--- config.mk ---
export PLATFORM = sky130hd
export DESIGN_NAME = mult_requester
export DESIGN_NICKNAME = d
export VERILOG_FILES = /design/src/rtl/mult_requester.sv
export SDC_FILE = /design/constraint.sdc
export NUM_CORES = 1
export LEC_CHECK = 0
export BUFFER_PORTS_ARGS = -buffer_cell sky130_fd_sc_hd__buf_2
export CAP_MARGIN = 20
export CORE_MARGIN = 3
export CORE_UTILIZATION = 53
export CTS_CLUSTER_DIAMETER = 100
export DETAILED_ROUTE_END_ITERATION = 10
export PLACE_DENSITY = 0.8
export SLEW_MARGIN = 20
export SYNTH_ARGS = -nofsm -noshare
export SYNTH_HDL_FRONTEND = slang
export SYNTH_SLANG_ARGS = --single-unit
--- constraint.sdc ---
create_clock -name clk -period 5.99 [get_ports clk]
set_input_delay 1.198 -clock clk [delete_from_list [all_inputs] [get_ports clk]]
set_output_delay 1.198 -clock clk [all_outputs]
set_load 0.03 [all_outputs]
--- src/rtl/mult_requester.sv ---
`default_nettype none
// =============================================================================
// Module      : mult_requester
// Description : Drives the multiplier peripheral's register protocol.
//               A, B and START writes, status polling, then the RESULT read,
//               with the outcome returned on a valid/ready stream.
// Revision    : 1.0 - initial release
// =============================================================================
module mult_requester #(
   parameter int TIMEOUT = 64
) (
   input  logic        clk,
   input  logic        rst,
   input  logic        in_valid,
   output logic        in_ready,
   input  logic [31:0] in_a,
   input  logic [31:0] in_b,
   output logic        out_valid,
   input  logic        out_ready,
   output logic [31:0] out_product,
   output logic        out_err,
   output logic [1:0]  sel,
   output logic        wstrb,
   output logic        rstrb,
   output logic [31:0] wdata,
   input  logic [31:0] rdata,
   input  logic        wbusy
);

   typedef enum logic [2:0] {
      S_IDLE      = 3'd0,
      S_WAIT_FREE = 3'd1,
      S_WR_A      = 3'd2,
      S_WR_B      = 3'd3,
      S_WR_START  = 3'd4,
      S_POLL      = 3'd5,
      S_RD_RES    = 3'd6,
      S_OUT       = 3'd7
   } state_t;

   localparam logic [15:0] c_timeout = 16'(TIMEOUT);

   state_t      r_state;
   logic [31:0] r_a;
   logic [31:0] r_b;
   logic [15:0] r_cnt;
   logic [31:0] r_prod;
   logic        r_err;
   logic        r_valid;
   logic [1:0]  r_sel;
   logic        r_wstrb;
   logic        r_rstrb;
   logic [31:0] r_wdata;
   logic [15:0] w_cnt_inc;

   // Wait counter saturates so a stuck peripheral cannot wrap it past the limit
   assign w_cnt_inc = (r_cnt == c_timeout) ? r_cnt : r_cnt + 16'd1;

   always_ff @(posedge clk or posedge rst) begin
      if (rst) begin
         r_state <= S_IDLE;
         r_a     <= '0;
         r_b     <= '0;
         r_cnt   <= '0;
         r_prod  <= '0;
         r_err   <= 1'b0;
         r_valid <= 1'b0;
         r_sel   <= '0;
         r_wstrb <= 1'b0;
         r_rstrb <= 1'b0;
         r_wdata <= '0;
      end else begin
         // Bus outputs describe the state being entered; idle bus unless set below
         r_sel   <= 2'd0;
         r_wstrb <= 1'b0;
         r_rstrb <= 1'b0;
         r_wdata <= 32'd0;
         case (r_state)
            S_IDLE: begin
               if (in_valid) begin
                  r_a     <= in_a;
                  r_b     <= in_b;
                  r_cnt   <= '0;
                  r_state <= S_WAIT_FREE;
               end
            end
            S_WAIT_FREE: begin
               if (!wbusy) begin
                  r_state <= S_WR_A;
                  r_wstrb <= 1'b1;
                  r_sel   <= 2'd0;
                  r_wdata <= r_a;
               end else begin
                  r_cnt <= w_cnt_inc;
                  if (w_cnt_inc == c_timeout) begin
                     r_state <= S_OUT;
                     r_valid <= 1'b1;
                     r_err   <= 1'b1;
                     r_prod  <= '0;
                  end
               end
            end
            S_WR_A: begin
               r_state <= S_WR_B;
               r_wstrb <= 1'b1;
               r_sel   <= 2'd1;
               r_wdata <= r_b;
            end
            S_WR_B: begin
               r_state <= S_WR_START;
               r_wstrb <= 1'b1;
               r_sel   <= 2'd2;
               r_wdata <= 32'd1;
            end
            S_WR_START: begin
               r_cnt   <= '0;
               r_state <= S_POLL;
               r_rstrb <= 1'b1;
               r_sel   <= 2'd2;
            end
            S_POLL: begin
               if (!rdata[0]) begin
                  r_state <= S_RD_RES;
                  r_rstrb <= 1'b1;
                  r_sel   <= 2'd3;
               end else begin
                  r_cnt <= w_cnt_inc;
                  if (w_cnt_inc == c_timeout) begin
                     r_state <= S_OUT;
                     r_valid <= 1'b1;
                     r_err   <= 1'b1;
                     r_prod  <= '0;
                  end else begin
                     r_rstrb <= 1'b1;
                     r_sel   <= 2'd2;
                  end
               end
            end
            S_RD_RES: begin
               r_prod  <= rdata;
               r_err   <= 1'b0;
               r_valid <= 1'b1;
               r_state <= S_OUT;
            end
            S_OUT: begin
               if (out_ready) begin
                  r_valid <= 1'b0;
                  r_state <= S_IDLE;
               end
            end
            default: r_state <= S_IDLE;
         endcase
      end
   end

   assign in_ready    = (r_state == S_IDLE);
   assign out_valid   = r_valid;
   assign out_product = r_prod;
   assign out_err     = r_err;
   assign sel         = r_sel;
   assign wstrb       = r_wstrb;
   assign rstrb       = r_rstrb;
   assign wdata       = r_wdata;

endmodule
`default_nettype wire
==> metrics.txt, run 1 <==
power density normalized to cell area=521 nW/um2; cell area after placement=7460 um2; cell taking the most area after synthesis=sky130_fd_sc_hd__dfrtp_1; initial core utilization=0.556; Chip Height=117 um; area growth from synthesis to layout=23.6%; Max clock buf depth=2; residual overflow from global routing=0; top-level port count=172; total power=4.21 mW; Critical Path Slowest Stage Cell=sky130_fd_sc_hd__dfrtp_1; clock-pin slew on the worst setup and hold paths=0.06 ns; post-detailed-route DRC marker count=0; maximum VDD drop=379 uV; post-layout instance area=8090 um2; TritonCTS buffer count=17; CTS tree=done; reg2reg path depth=7; Required @ worst endpoint=4.79 ns; placed cell count=850; final instance count without filler cells=881; 1st-iter DRT viols=418; cell depth of the worst hold path=1; number of optimization iterations in the first detailed-route pass=8; setup repair after global routing missed its margin=false; startpoint kind of the worst setup timing path=register; area enclosed by the die boundary=13700 um2; Crit. Startpoint=r_state[2]; internal reg-to-reg setup slack=3.10 ns; Critical path buffers and inverters=1; Max Fclk=345 MHz; Layout Skew=0.00647 ns; Unique masters post-synth=53; maximum number of pins on one net before global-route repair=114; Worst path max stage delay=0.59 ns; Crit path max-delay family=flip-flops; n_diodes=0; count of flip-flops with a built-in enable after synthesis=0; CTS root buffer=sky130_fd_sc_hd__clkbuf_16; RR Endpoint=out_product[24]; critical-path cell list=nor3_1 -> buf_2; Routed Antenna Nets=0; placed wire-length estimate after detailed placement=10000 um; final weighted congestion of routability-driven global placement=0.863; die width=117 um; flop and latch count out of synthesis=153; Buffers on Ports=171; final routed wirelength across all metal layers=15000 um; Fin Setup TNS=0 ns; clock latency at the later pin of the worst-skew pair=0.42 ns; run status=completed; Max Slew Vio Count=0; post-synth net total=652; Netlist Area Pre-Place=6540 um2; overall via count from detail_route=4961; arrival time at the worst endpoint=1.70 ns; worst slew margin relative to its limit=0.286; share of flip-flops with an asynchronous set or reset after synthesis=1.00; routed length per placed instance=17.0 um; post-CTS setup buffer count=0; largest family of logic cells by synthesized area=compound AO/OA/AOI/OAI gates; wire length of the first global-routing pass=24200 um; post-cts repair resize count=0; Least-Margin Pin Slew=1.07 ns; number of vias per cell=5.63; complex-gate fraction of the synthesized area=0.128; Mapped Avg Cell Area=11.9 um2; number of nets in the layout=808; largest driver fanout on the critical path=18; Post-Route Utilization=0.688; area share of the largest cell type after synthesis=0.585; row count=39; level count of the clock H-tree=4; worst setup timing slack at the placement stage=2.99 ns; total global routing track utilization=0.226; fraction of final layout cells with drive strength greater than 1=0.416; category of the worst setup path capture point=output port; final number of hold-violating endpoints=0; Synth Warn #=0; Synth Area in Adders=0.00382; Leakage Power=3.87 nW; simple-gate portion of the synthesized area=0.117; Final Cycle Share=0.484; worst min-delay path startpoint=r_b[2]; initial antenna violation count=0; gate count after technology mapping=549; cts-stage hold buffer count=0; number of sinks on the clock net=153; main area contributors after synthesis=sky130_fd_sc_hd__dfrtp_1, sky130_fd_sc_hd__mux2_2, sky130_fd_sc_hd__a22o_1, sky130_fd_sc_hd__nand2_1, sky130_fd_sc_hd__nand3_1; Worst Hold Margin=0.480 ns; area of the core=11800 um2; final setup violation count=0; share of synthesized area spent on multiplexers=0.118; worst hold path class=reg2reg; worst r2r src=r_cnt[4]; sequential element share of the synthesized area=0.585; vias in the first global route=5020; worst setup path category=reg2out; Max-cap violations=0; Hold Path Sink=wdata[2]; crit path time final=2.90 ns; xor-xnor portion of the synthesized cell area=0.0107; main flop type after synthesis=sky130_fd_sc_hd__dfrtp_1; worst setup margin=3.09 ns
worst max-delay path by stage:
stage	to	depth (start not counted)	slack, ns
floorplan	out_err	1	0.67
global placement	out_product[23]	6	3.14
detailed placement	out_product[25]	6	2.99
CTS	in_ready	2	3.07
global route	out_product[2]	7	2.74
finish	in_ready	2	3.09
report_power, final:
group	total [mW]	internal, mW	switching, mW
Combinational	1.40	0.541	0.855
Sequential	1.68	1.43	0.248
Clock	1.13	0.739	0.396
Total	4.21	2.71	1.50
metal layers:
layer | track usage | wire length [um]
met3 | 0.0946 | 1410
met5 | 0 | 0
met4 | 0.0657 | 172
met1 | 0.270 | 5950
met2 | 0.378 | 7470
flip-flops by register name, indices dropped and copies added (netlist names):
signal and cells:
rstrb 1, out_err 1, r_cnt 16, sel 2, r_b 32, r_a 32, wdata 32, out_product 32
wstrb 1, out_valid 1, r_state 3
cells in the final DEF, fill, tap and decap left out, types with 2 or more instances in the layout:
cell type and count:
sky130_fd_sc_hd__o31ai_1 5, sky130_fd_sc_hd__a22oi_1 2, sky130_fd_sc_hd__o21bai_1 3, sky130_fd_sc_hd__or4_1 3
sky130_fd_sc_hd__xnor2_1 5, sky130_fd_sc_hd__nand3_2 3, sky130_fd_sc_hd__a22o_1 32, sky130_fd_sc_hd__nand2_1 54
sky130_fd_sc_hd__o21ai_0 22, sky130_fd_sc_hd__nor4_1 4, sky130_fd_sc_hd__clkbuf_1 3, sky130_fd_sc_hd__a31oi_1 3
sky130_fd_sc_hd__o211ai_1 2, sky130_fd_sc_hd__inv_1 4, sky130_fd_sc_hd__nand3_1 38, sky130_fd_sc_hd__nand2b_1 2
sky130_fd_sc_hd__mux2_2 66, sky130_fd_sc_hd__nor4b_1 2, sky130_fd_sc_hd__clkinv_2 2, sky130_fd_sc_hd__ha_1 2
sky130_fd_sc_hd__nand4_1 7, sky130_fd_sc_hd__clkbuf_16 17, sky130_fd_sc_hd__o41ai_1 2, sky130_fd_sc_hd__xor2_1 3
sky130_fd_sc_hd__nor3_2 2, sky130_fd_sc_hd__buf_2 171, sky130_fd_sc_hd__a21oi_2 10, sky130_fd_sc_hd__dfrtp_1 153
sky130_fd_sc_hd__nor2b_1 3, sky130_fd_sc_hd__bufinv_16 4, sky130_fd_sc_hd__and3_1 2, sky130_fd_sc_hd__nor3_1 7
sky130_fd_sc_hd__clkbuf_8 4, sky130_fd_sc_hd__or3_1 2, sky130_fd_sc_hd__nor2_1 11, sky130_fd_sc_hd__buf_4 7
sky130_fd_sc_hd__a21oi_1 32, sky130_fd_sc_hd__mux2i_1 3
cells in the mapped netlist (4+ instances only):
master and count:
sky130_fd_sc_hd__inv_1 5, sky130_fd_sc_hd__o31ai_1 5, sky130_fd_sc_hd__mux2_2 66, sky130_fd_sc_hd__a21oi_2 10
sky130_fd_sc_hd__clkbuf_1 28, sky130_fd_sc_hd__dfrtp_1 153, sky130_fd_sc_hd__nor3_1 9, sky130_fd_sc_hd__nor4_1 4
sky130_fd_sc_hd__a21oi_1 32, sky130_fd_sc_hd__o21ai_0 22, sky130_fd_sc_hd__nand3_1 38, sky130_fd_sc_hd__nor2_1 12
sky130_fd_sc_hd__buf_6 4, sky130_fd_sc_hd__nand4_1 7, sky130_fd_sc_hd__a22o_1 32, sky130_fd_sc_hd__xnor2_1 5
sky130_fd_sc_hd__nand2_1 54
area by class of cell:
type | instances | area [um2]
clock buffer | 24 | 492
clock inverter | 7 | 139
fill | 861 | 3670
inverter | 6 | 27.5
multi-input combinational | 349 | 2490
sequential | 153 | 3830
tap | 164 | 205
timing repair buffer | 178 | 908
kinds of logic after synthesis:
family,Yosys count
DFF,153
and+or+nand+nor,149
AOI/OAI and AO/OA,121
muxes,69
buffers and inverters,47
xor gates and xnor gates,8
adders and majority gates,2
(Power assumes the default switching activity.)
==> inputs of run 2 (changes only) <==
- clock period: 5.99 -> 2.75 ns (I/O delays scaled with it)
==> metrics.txt, run 2 (synthesized netlist as in run 1, its figures left out) <==
RR Endpoint=out_product[24] (unchanged); final routed wirelength across all metal layers=15400 um (was 15000 um); post-layout instance area=8230 um2 (was 8090 um2); setup repair after global routing missed its margin=false (unchanged); internal reg-to-reg setup slack=0.19 ns (was 3.10 ns); initial core utilization=0.556 (unchanged); category of the worst setup path capture point=register (was output port); row count=39 (unchanged); crit path time final=2.56 ns; Required @ worst endpoint=3.05 ns (was 4.79 ns); level count of the clock H-tree=4 (unchanged); number of sinks on the clock net=153 (unchanged); routed length per placed instance=17.2 um (was 17.0 um); CTS tree=done (unchanged); overall via count from detail_route=4985 (was 4961); arrival time at the worst endpoint=2.86 ns (was 1.70 ns); post-CTS setup buffer count=0 (unchanged); initial antenna violation count=1 (was 0); fraction of final layout cells with drive strength greater than 1=0.432 (was 0.416); Max Fclk=390 MHz; clock latency at the later pin of the worst-skew pair=0.42 ns (about the same); final number of hold-violating endpoints=0 (unchanged); highest-utilization routing layer at the global route stage=met2 (unchanged); worst r2r src=r_cnt[1] (was r_cnt[4]); maximum VDD drop=647 uV (was 379 uV); number of vias per cell=5.58 (was 5.63); n_diodes=0 (unchanged); number of optimization iterations in the first detailed-route pass=5 (was 8); post-detailed-route DRC marker count=0 (unchanged); 1st-iter DRT viols=314 (was 418); clock-pin slew on the worst setup and hold paths=0.06 ns (about the same); global routing met3 resource utilization=0.111 (was 0.0946); area growth from synthesis to layout=25.7% (was 23.6%); Max Slew Vio Count=0 (unchanged); CTS root buffer=sky130_fd_sc_hd__clkbuf_16 (unchanged); Fin Setup TNS=0 ns (unchanged); met1 routing resource usage after global routing=0.272 (was 0.270); reg2reg path depth=8 (was 7); top-level port count=172 (unchanged); Final Cycle Share=0.932; vias in the first global route=5090 (was 5020); number of nets in the layout=819 (was 808); residual overflow from global routing=0 (unchanged); worst slew margin relative to its limit=0.676 (was 0.286); GR Layer Usage met2=0.382 (was 0.378); largest driver fanout on the critical path=33 (was 18); most frequent standard cell in the layout excluding fill and tap cells=sky130_fd_sc_hd__buf_2 (unchanged); area enclosed by the die boundary=13700 um2 (unchanged); startpoint kind of the worst setup timing path=register (unchanged); Max-cap violations=0 (unchanged); run status=completed (unchanged); cell area after placement=7560 um2 (was 7460 um2); worst setup path category=reg2reg (was reg2out); worst hold path class=in2async (was reg2reg); maximum number of pins on one net before global-route repair=65 (was 114); area of the core=11800 um2 (unchanged); Layout Skew=0.00898 ns (was 0.00647 ns); Worst Hold Margin=0.145 ns (was 0.480 ns); fillers=850 (was 861); worst setup path end=out_product[24] (was in_ready); commonest cells after routing, fill and taps aside=sky130_fd_sc_hd__buf_2, sky130_fd_sc_hd__dfrtp_1, sky130_fd_sc_hd__mux2_2 (unchanged); final weighted congestion of routability-driven global placement=0.902 (was 0.863); TritonCTS buffer count=17 (unchanged); Leakage Power=3.92 nW (was 3.87 nW); Crit. Startpoint=r_cnt[1] (was r_state[2]); Max clock buf depth=2 (unchanged); Buffers on Ports=171 (unchanged); placed wire-length estimate after detailed placement=10500 um (was 10000 um); Least-Margin Pin Slew=0.487 ns (was 1.07 ns); die width=117 um (unchanged); total global routing track utilization=0.234 (was 0.226); wire length of the first global-routing pass=24800 um (was 24200 um); power density normalized to cell area=1130 nW/um2 (was 521 nW/um2); Chip Height=117 um (unchanged); final setup violation count=0 (unchanged); Routed Antenna Nets=0 (unchanged)
-- run 2: changes by cell type in the layout (fill, tap and decap cells not counted), sizes merged --
cell / previous run / this run
clkinvlp: 0 / 5
inv: 5 / 6
clkbuf: 24 / 19
buf: 178 / 189
-- run 2: layout make-up --
| type | instances | area (um2) | area share |
|---|---|---|---|
| sequential | 153 | 3830 | 0.465 |
| multi-input combinational | 349 | 2500 | 0.304 |
| timing repair buffer | 189 | 1020 | 0.123 |
| clock buffer | 19 | 453 | 0.0551 |
| tap | 164 | 205 | 0.0249 |
| clock inverter | 13 | 193 | 0.0234 |
| inverter | 6 | 26.3 | 0.00319 |
-- run 2: stage by stage --
step,util,cells,worst slack (ns),power [mW]
3_5_place_dp,0.643,861,0.0987,6.78
6_report,0.700,893,0.188,9.27
4_1_cts,0.698,893,0.0823,9.32
3_3_place_gp,0.643,861,0.242,6.59
2_1_floorplan,-,549,0.269,5.85
5_1_grt,0.700,893,0.0335,9.78
-- run 2: where the power goes --
group / leakage (nW) / switching, mW / internal [mW]
registers: 1.95 / 0.537 / 3.12
logic: 1.67 / 1.89 / 1.21
clock network: 0.304 / 0.927 / 1.58
-- run 2: worst min path at each step --
stage	slack [ns]	startpoint	to
6_report	0.15	rst	r_b[27]
2_1_floorplan	0.46	r_b[10]	wdata[10]
3_5_place_dp	0.48	r_b[19]	wdata[19]
3_3_place_gp	0.47	r_b[18]	wdata[18]
4_1_cts	0.14	rst	wstrb
5_1_grt	0.16	rst	wstrb
-- run 2: worst max-delay path, cell delays in order (launching register included) --
cell and delay, ns:
sky130_fd_sc_hd__dfrtp_1 0.49, sky130_fd_sc_hd__ha_4 0.23, sky130_fd_sc_hd__nand3_2 0.17, sky130_fd_sc_hd__or3_2 0.49, sky130_fd_sc_hd__a221oi_2 0.32, sky130_fd_sc_hd__nand4_2 0.17
sky130_fd_sc_hd__nor4_4 0.22, sky130_fd_sc_hd__buf_12 0.24, sky130_fd_sc_hd__a21oi_1 0.08
-- run 2: per-layer routing --
layer,up-vias,part of all wire
met5,-,0.00085
met1,2451,0.39
met3,24,0.10
li1,2306,-
met4,2,0.016
met2,202,0.49
-- run 2: repair_timing --
item | CTS | global route
gates resized for setup | 0 | 3
endpoints found under the setup margin | 0 | 37
hold buffers | 0 | 0
